<file path="src/rtl/muon_buffer_ctrl.sv">
// Muon trigger capture sequencer for a ping-pong pair of BRAM event buffers.
// Writes a time-tag header plus a fixed ADC window per event and tracks buffer ownership.
module muon_buffer_ctrl #(
    parameter int ADDR_WIDTH = 11,
    parameter int WINDOW     = 16,
    parameter int TAG_WIDTH  = 32
) (
    input  logic                  CLK120,
    input  logic                  RESET,
    input  logic                  TRIG,
    input  logic                  ENABLE,
    input  logic [TAG_WIDTH-1:0]  TIME_TAG,
    input  logic [7:0]            EVT_PER_BUF,
    input  logic                  FLUSH,
    input  logic                  BUF_DONE,
    output logic                  MEM_WE,
    output logic                  MEM_BUF,
    output logic [ADDR_WIDTH-1:0] MEM_ADDR,
    output logic                  MEM_HDR,
    output logic [TAG_WIDTH-1:0]  MEM_TAG,
    output logic [1:0]            BUF_FULL,
    output logic                  BUF_RD,
    output logic [7:0]            BUF_NEVT0,
    output logic [7:0]            BUF_NEVT1,
    output logic [15:0]           DROP_CNT,
    output logic                  BUSY
);

    localparam int MAX_EVT = (2 ** ADDR_WIDTH) / (WINDOW + 1);
    localparam int MAX_CAP = (MAX_EVT > 255) ? 255 : MAX_EVT;
    localparam logic [7:0] MAX_EVT_L = 8'(MAX_CAP);
    localparam logic [ADDR_WIDTH-1:0] WIN_A = ADDR_WIDTH'(WINDOW);
    localparam logic [ADDR_WIDTH-1:0] STRIDE = ADDR_WIDTH'(WINDOW + 1);

    typedef enum logic [1:0] {
        S_IDLE,
        S_HDR,
        S_DATA,
        S_CLOSE
    } state_t;

    state_t                state_q, state_d;
    logic                  act_q, act_d;
    logic [7:0]            evt_cnt_q, evt_cnt_d;
    logic [ADDR_WIDTH-1:0] base_q, base_d;
    logic                  flush_pend_q, flush_pend_d;
    logic                  mem_we_q, mem_we_d;
    logic                  mem_buf_q, mem_buf_d;
    logic [ADDR_WIDTH-1:0] mem_addr_q, mem_addr_d;
    logic                  mem_hdr_q, mem_hdr_d;
    logic [TAG_WIDTH-1:0]  mem_tag_q, mem_tag_d;
    logic [1:0]            buf_full_q, buf_full_d;
    logic                  buf_rd_q, buf_rd_d;
    logic [7:0]            nevt0_q, nevt0_d;
    logic [7:0]            nevt1_q, nevt1_d;
    logic [15:0]           drop_cnt_q, drop_cnt_d;
    logic                  busy_q, busy_d;

    logic [7:0] lim;
    logic [7:0] evt_next;
    logic       trig_on;
    logic       do_close;
    logic [7:0] close_n;

    // Effective events-per-buffer: zero means one, never beyond what physically fits
    always_comb begin
        lim = EVT_PER_BUF;
        if (lim == 8'd0) lim = 8'd1;
        if (lim > MAX_EVT_L) lim = MAX_EVT_L;
    end

    // Next-state logic for the capture FSM, buffer bookkeeping and drop counter
    always_comb begin
        state_d      = state_q;
        act_d        = act_q;
        evt_cnt_d    = evt_cnt_q;
        base_d       = base_q;
        flush_pend_d = flush_pend_q;
        mem_we_d     = 1'b0;
        mem_buf_d    = mem_buf_q;
        mem_addr_d   = mem_addr_q;
        mem_hdr_d    = 1'b0;
        mem_tag_d    = mem_tag_q;
        buf_full_d   = buf_full_q;
        buf_rd_d     = buf_rd_q;
        nevt0_d      = nevt0_q;
        nevt1_d      = nevt1_q;
        drop_cnt_d   = drop_cnt_q;
        trig_on      = TRIG & ENABLE;
        evt_next     = evt_cnt_q + 8'd1;
        do_close     = 1'b0;
        close_n      = evt_cnt_q;

        unique case (state_q)
            S_IDLE: begin
                if (trig_on && !buf_full_q[act_q]) begin
                    state_d    = S_HDR;
                    mem_tag_d  = TIME_TAG;
                    mem_we_d   = 1'b1;
                    mem_hdr_d  = 1'b1;
                    mem_buf_d  = act_q;
                    mem_addr_d = base_q;
                    if (FLUSH) flush_pend_d = 1'b1;
                end else if (FLUSH && evt_cnt_q != 8'd0
                             && !buf_full_q[act_q]) begin
                    do_close = 1'b1;
                    close_n  = evt_cnt_q;
                end
            end
            S_HDR: begin
                state_d    = S_DATA;
                mem_we_d   = 1'b1;
                mem_addr_d = base_q + ADDR_WIDTH'(1);
                if (FLUSH) flush_pend_d = 1'b1;
            end
            S_DATA: begin
                if (mem_addr_q == base_q + WIN_A) begin
                    state_d = S_CLOSE;
                end else begin
                    mem_we_d   = 1'b1;
                    mem_addr_d = mem_addr_q + ADDR_WIDTH'(1);
                end
                if (FLUSH) flush_pend_d = 1'b1;
            end
            S_CLOSE: begin
                state_d      = S_IDLE;
                flush_pend_d = 1'b0;
                if (evt_next >= lim || flush_pend_q || FLUSH) begin
                    do_close = 1'b1;
                    close_n  = evt_next;
                end else begin
                    evt_cnt_d = evt_next;
                    base_d    = base_q + STRIDE;
                end
            end
            default: state_d = S_IDLE;
        endcase

        if (do_close) begin
            buf_full_d[act_q] = 1'b1;
            if (act_q) nevt1_d = close_n;
            else       nevt0_d = close_n;
            act_d     = ~act_q;
            evt_cnt_d = 8'd0;
            base_d    = '0;
        end

        if (BUF_DONE && buf_full_q[buf_rd_q]) begin
            buf_full_d[buf_rd_q] = 1'b0;
            buf_rd_d             = ~buf_rd_q;
        end

        if (trig_on && (state_q != S_IDLE || buf_full_q[act_q])
            && drop_cnt_q != 16'hFFFF) begin
            drop_cnt_d = drop_cnt_q + 16'd1;
        end

        busy_d = (state_d != S_IDLE);
    end

    // State and registered outputs; reset discards any partial event
    always_ff @(posedge CLK120 or posedge RESET) begin
        if (RESET) begin
            state_q      <= S_IDLE;
            act_q        <= 1'b0;
            evt_cnt_q    <= 8'd0;
            base_q       <= '0;
            flush_pend_q <= 1'b0;
            mem_we_q     <= 1'b0;
            mem_buf_q    <= 1'b0;
            mem_addr_q   <= '0;
            mem_hdr_q    <= 1'b0;
            mem_tag_q    <= '0;
            buf_full_q   <= 2'b00;
            buf_rd_q     <= 1'b0;
            nevt0_q      <= 8'd0;
            nevt1_q      <= 8'd0;
            drop_cnt_q   <= 16'd0;
            busy_q       <= 1'b0;
        end else begin
            state_q      <= state_d;
            act_q        <= act_d;
            evt_cnt_q    <= evt_cnt_d;
            base_q       <= base_d;
            flush_pend_q <= flush_pend_d;
            mem_we_q     <= mem_we_d;
            mem_buf_q    <= mem_buf_d;
            mem_addr_q   <= mem_addr_d;
            mem_hdr_q    <= mem_hdr_d;
            mem_tag_q    <= mem_tag_d;
            buf_full_q   <= buf_full_d;
            buf_rd_q     <= buf_rd_d;
            nevt0_q      <= nevt0_d;
            nevt1_q      <= nevt1_d;
            drop_cnt_q   <= drop_cnt_d;
            busy_q       <= busy_d;
        end
    end

    assign MEM_WE    = mem_we_q;
    assign MEM_BUF   = mem_buf_q;
    assign MEM_ADDR  = mem_addr_q;
    assign MEM_HDR   = mem_hdr_q;
    assign MEM_TAG   = mem_tag_q;
    assign BUF_FULL  = buf_full_q;
    assign BUF_RD    = buf_rd_q;
    assign BUF_NEVT0 = nevt0_q;
    assign BUF_NEVT1 = nevt1_q;
    assign DROP_CNT  = drop_cnt_q;
    assign BUSY      = busy_q;

endmodule

</file>
<file path="config.mk">
export PLATFORM = sky130hd
export DESIGN_NAME = muon_buffer_ctrl
export DESIGN_NICKNAME = d
export VERILOG_FILES = /design/src/rtl/muon_buffer_ctrl.sv
export SDC_FILE = /design/constraint.sdc
export NUM_CORES = 1
export LEC_CHECK = 0
export BUFFER_PORTS_ARGS = -buffer_cell sky130_fd_sc_hd__buf_2
export CORE_ASPECT_RATIO = 1.75
export CORE_UTILIZATION = 48
export CTS_CLUSTER_SIZE = 40
export DETAILED_ROUTE_END_ITERATION = 10
export PLACE_DENSITY = 0.76
export SKIP_LAST_GASP = 1
export SYNTH_ARGS = -nofsm -noshare
export SYNTH_HDL_FRONTEND = slang
export SYNTH_SLANG_ARGS = --single-unit
</file>
<file path="constraint.sdc">
create_clock -name CLK120 -period 4.3 [get_ports CLK120]
set_clock_uncertainty 0.05 [all_clocks]
set_input_delay 0.215 -clock CLK120 [delete_from_list [all_inputs] [get_ports CLK120]]
set_output_delay 0.215 -clock CLK120 [all_outputs]
set_load 0.02 [all_outputs]
</file>
### Word level (Yosys, flattened, before mapping)

Cells that the tools add are included.

| cells by class | value |
|---|---|
| add/sub/neg operators | 6 |
| magnitude comparators | 6 |
| equal/unequal tests | 8 |
| muxes and demuxes | 37 |
| bitwise operators | 6 |
| reductions and logical operators | 25 |

Operators with widths:

| cell | count |
|---|---|
| two-way mux 8 bit | 7 |
| two-way mux 11 bit | 5 |
| case mux 11 bit (3 select lines) | 1 |
| adder 11 x 1 -> 11 bit (second input constant) | 2 |
| adder 11 x 5 -> 11 bit (second input constant) | 2 |
| adder 16 x 1 -> 16 bit (second input constant) | 1 |
| inequality test 16 bit (second input constant) | 1 |
| two-way mux 1 bit | 14 |
| equality test 11 bit | 1 |
| adder 8 x 1 -> 8 bit (second input constant) | 1 |
| greater-or-equal comparator 8 bit | 1 |
| greater-than comparator 8 x 7 -> 1 bit (second input constant) | 1 |
| logical AND 1 bit | 8 |
| logical NOT 8 bit | 1 |
| two-way mux 2 bit | 4 |
| case mux 2 bit (4 select lines) | 1 |
| AND reduction 2 bit | 4 |
| nonzero test 8 bit | 1 |
| inequality test 2 bit (second input constant) | 3 |
| case mux 1 bit (3 select lines) | 2 |
| nonzero test 2 bit | 3 |
| equality test 2 bit (second input constant) | 2 |
| < comparator 1 x 2 -> 1 bit (second input constant) | 2 |
| logical OR 1 bit | 3 |
| 14 further kinds | 17 |

| word-level totals | value |
|---|---|
| bits in registers | 105 |
| output and inout bits | 82 |
| word-level logic and storage cells | 104 |

### Logic depth before layout (Yosys ltp)

| depth | value |
|---|---|
| depth after elaboration | 12 |
| mapped depth | 15 |
| gate-level depth less buffers | 11 |

### Least setup slack after synthesis

No wires, ideal clock.

| path | value |
|---|---|
| path kind | reg-to-reg |
| from | register state_q[0] |
| to | register mem_addr_q[10] (netlist: MEM_ADDR[10]) |
| library setup time | 0.078 ns |
| arrival | 3.161 ns |
| slack | 1.011 ns |
| stages on the path, launching flop included | 16 |
| path buffers | 5 |
| period minus slack after synthesis | 3.289 ns |
| path through | dfrtp_1 > inv_1 > ha_1 > buf_2 > buf_2 > buf_1 > mux2_2 > ha_1 > clkbuf_1 > and4_1 > a2bb2o_1 > clkbuf_1 > and4_1 > o21ai_0 > a31oi_1 > a21oi_1 |

| between the ends | value |
|---|---|
| longest elaborated chain between the ends | 3 |

Ends and longest elaborated chain:

| element | RTL line | text |
|---|---|---|
| from (decl) | 42 | `state_t state_q, state_d;` |
| from (signal assigned) | 181 | `state_q <= state_d;` |
| equality test 2 bit (tied with other cells) | 94 | `unique case (state_q)` |
| inequality test 2 bit (no line) or nonzero test 3 bit (tied branches) | -- |  |
| AND reduction 3 bit (no line) | -- |  |
| to (signal assigned) | 188 | `mem_addr_q <= mem_addr_d;` |
| to (decl) | 49 | `logic [ADDR_WIDTH-1:0] mem_addr_q, mem_addr_d;` |

Parallel ways exist; a longest one is shown, timed or not.
A chain may end at the register's enable or synchronous reset.

### Worst setup path after layout

| path | value |
|---|---|
| from | register evt_cnt_q[0] |
| to | register evt_cnt_q[4] |

| between the ends | value |
|---|---|
| longest elaborated chain between the ends | 8 |

Ends and longest elaborated chain:

| element | RTL line | text |
|---|---|---|
| from (decl) | 44 | `logic [7:0] evt_cnt_q, evt_cnt_d;` |
| from (signal assigned) | 183 | `evt_cnt_q <= evt_cnt_d;` |
| adder 8 x 1 -> 8 bit or nonzero test 8 bit (tied branches) | 90, 104 |  |
| greater-or-equal comparator 8 bit or logical AND 1 bit (tied branches) | 128, 104 |  |
| logical OR 1 bit or logical AND 1 bit (tied branches) | 128, 105 |  |
| logical OR 1 bit or two-way mux 1 bit (tied branches) | 128, 104 |  |
| two-way mux 1 bit (on tied branches) | 128, 96 |  |
| case mux 1 bit (2 select lines) | 94 |  |
| inequality test 2 bit (no line) or nonzero test 2 bit (tied branches) | -- |  |
| AND reduction 2 bit (no line) | -- |  |

Parallel ways exist; a longest one is shown, timed or not. The select of a mux whose other input is x is not followed.

==> impl_metrics.csv <==
group,metric,value,unit
sta,setup_viol,0,
power,vdd_drop_max,0.3859,mV
clock_tree,cts_buffer_depth,2,
synthesis,yosys_warnings,0,
cells_and_area,n_antenna_cell,0,
detailed_routing,wl,16420,um
clock_tree,cts_sinks,105,
sta,finalCritPeriodShare,84.09,%
detailed_routing,antenna_left,0,
clock_tree,postCtsSetupRepairBufs,0,
synthesis,syn-num-nets,736,
grt,grt_pass1_wl,26030,um
grt,busiest_layer,"met2",
grt,grt_max_degree,67,
sta,relSlewSlack,42.07,%
synthesis,synthArstFlopShare,100.0,%
detailed_routing,vias,5520,
synthesis,muxShareOfSynthArea,4.956,%
critical_path,cp.arrival,3.83,ns
cells_and_area,area_delta_synth_final,17.28,%
synthesis,synthTopCellsByCount,"132 x nand2_1, 105 x dfrtp_1, 48 x nor2_1, 34 x xnor2_1, 28 x a21oi_1",
synthesis,synth_most_common_cell,"nand2_1",
sta,tightest_slew,0.8689,ns
detailed_routing,wl_per_cell,17.28,um
detailed_routing,drt_first_pass_iters,5,
placed_design,placed_area,6729,sq um
critical_path,cpPeakStageDelay,0.60,ns
synthesis,yosys-top-cells-area,"dfrtp_1 43%, nand2_1 8.2%, xnor2_1 4.9%",
grt,use_met2,47.01,%
synthesis,yosys.area.top_type,"dfrtp_1",
critical_path,path_cells,"inv_1, ha_1, ha_1, nor2b_1, o211a_1, o31ai_1, nand3_1, or3_1, a21oi_1",
sta,slew_violations,0,
synthesis,synth-edff-count,0,
synthesis,syn_area,6060,sq um
synthesis,synth-main-ff-cell,"dfrtp_1",
clock_tree,htreeDepth,3,
synthesis,synth_simple_gate_area_share,22.07,%
floorplan,start_util,49.01,%
cells_and_area,drive_gt1_share,22.63,%
synthesis,ys_seq_elements,105,
sta,grt_setup_unrepaired,"no",
run_status,violations,"negative hold slack",
power,power_leakage,3.522,nW
floorplan,dieArea,13100,sq um
synthesis,ys_seq_area_share,43.36,%
clock_tree,path_clk_slew,0.07,ns
power,p_per_area,688.0,nW/um^2
floorplan,die_w,86.94,um
detailed_routing,via_per_inst,5.811,
clock_tree,cts_tree,"done",
synthesis,syn_area_per_cell,9.044,sq um
synthesis,synthCells,670,
synthesis,synthAdderAreaFrac,4.130,%
cells_and_area,final_area,7107,sq um
critical_path,worstSetupEndpointType,"flip-flop",
grt,gr-total-overflow,0,
sta,finalHoldViolations,26,
sta,finalSetupTns,0,ns
sta,fmax,276.6,MHz
floorplan,die_h,150.6,um
hold_path,hp-class,"in -> async",
placed_design,io_buffers,127,
floorplan,rows,54,
flow_run,maxCapViolCount,0,
clock_tree,numCtsBuffers,9,
cells_and_area,nNetsFinal,843,
critical_path,cp.required,4.52,ns
critical_path,critPathKind,"reg -> reg",
synthesis,synth-compound-area-share,13.34,%
grt,grt_pass1_vias,5368,
critical_path,crit_family,"simple AND/OR/NAND/NOR gates",
placed_design,gp_congestion,0.8949,
grt,gr-usage-met3,4.002,%
critical_path,cp-start-kind,"flip-flop",
critical_path,crit_top_cell,"ha_1",
detailed_routing,drc,0,
detailed_routing,drt_iter0_markers,337,
grt,grt_usage,25.63,%
critical_path,crit_fanout,13,
synthesis,synth_top_area_share,43.36,%
synthesis,synth_top_family_by_area,"simple AND/OR/NAND/NOR gates",
placed_design,dp_hpwl,12190,um
critical_path,slowest_stage,"nand3_1",
floorplan,core,12360,sq um
power,power,4.889,mW
grt,grt_use_met1,27.73,%
critical_path,crit_buf_inv,1,
sta,fin_crit,3.616,ns
cells_and_area,final_core_util,57.48,%
grt,antenna_found_initial,0,
run_status,status,"finished with violations",
synthesis,yosysUniqueCellTypes,65,
floorplan,io_pins,128,
synthesis,synth_xor_area_share,7.082,%
clock_tree,ctsRootBufferMaster,"clkbuf_16",
sta,worst_hold_slack,-0.02770,ns
clock_tree,clk_latency,0.35,ns
## power breakdown
part | switching (mW) | internal, mW | leakage, nW
combinational | 1.43 | 0.818 | 2.01
clock | 0.376 | 0.531 | 0.157
sequential | 0.421 | 1.31 | 1.35
## routing by layer
| metal | routed length, um | up-vias |
|---|---|---|
| li1 | - | 2560 |
| met1 | 6079 | 2696 |
| met2 | 9030 | 205 |
| met3 | 624 | 59 |
| met4 | 686 | 0 |
| met5 | 0 | - |
## cell families (layout without fill, tap and decap cells)
logic type,count (synthesis),after routing
flip-flops,105,105
adder cells (fa/ha/maj),20,20
multiplexers,28,28
buffers and inverters,63,175
XOR/XNOR,49,49
other,1,1
AO/OA/AOI/OAI,120,120
AND/OR/NAND/NOR,284,284
## path summary, 6_finish.rpt
check,startpoint,endpoint,slack (ns),depth (start not counted)
max,evt_cnt_q[0]$_DFFE_PP0P_,evt_cnt_q[4]$_DFFE_PP0P_,0.68,9
max reg2reg,evt_cnt_q[0]$_DFFE_PP0P_,evt_cnt_q[4]$_DFFE_PP0P_,0.68,9
min reg2reg,MEM_TAG[3]$_DFFE_PP0P_,MEM_TAG[3]$_DFFE_PP0P_,0.42,2
min,RESET,DROP_CNT[1]$_DFFE_PP0P_,-0.03,2
min in group CLK120,TIME_TAG[3],MEM_TAG[3]$_DFFE_PP0P_,0.01,3
max in group asynchronous,RESET,MEM_TAG[23]$_DFFE_PP0P_,3.22,3
## layout by cell type, fill, tap and decap left out, drive strengths merged, types with 20 or more instances in the layout
cell type | Yosys | final
nand2 | 132 | 132
xnor2 | 34 | 34
o21ai | 28 | 28
dfrtp | 105 | 105
ha | 20 | 20
nor2 | 48 | 48
nand3 | 24 | 24
inv | 19 | 21
a21oi | 30 | 30
buf | 21 | 133
## sequential cells by signal (all words and copies together) (netlist names), 2 cells and up
signal     cells
state_q        2
DROP_CNT      16
BUF_NEVT1      8
evt_cnt_q      8
MEM_ADDR      11
BUF_FULL       2
BUF_NEVT0      8
MEM_TAG       32
base_q        11
## final cells by class
type | instances | area (sq um)
multi-input combinational | 502 | 3129
timing repair buffer | 138 | 730.7
fill | 1126 | 5258
clock inverter | 5 | 85.08
clock buffer | 11 | 242.7
inverter | 21 | 81.33
sequential | 105 | 2628
tap | 168 | 210.2
## through the flow
step / cells / setup WS, ns
floorplan: 670 / 1.011
global placement: 929 / 0.8749
detailed placement: 929 / 0.7257
CTS: 950 / 0.7118
global route: 950 / 0.4416
finish: 950 / 0.6843
## repair_timing
action | in CTS | in global routing
resized for setup | 0 | 0
endpoints found under the hold margin | 5 | 0
hold buffers | 5 | 0
No activity file was read; power rests on OpenSTA's default activity.
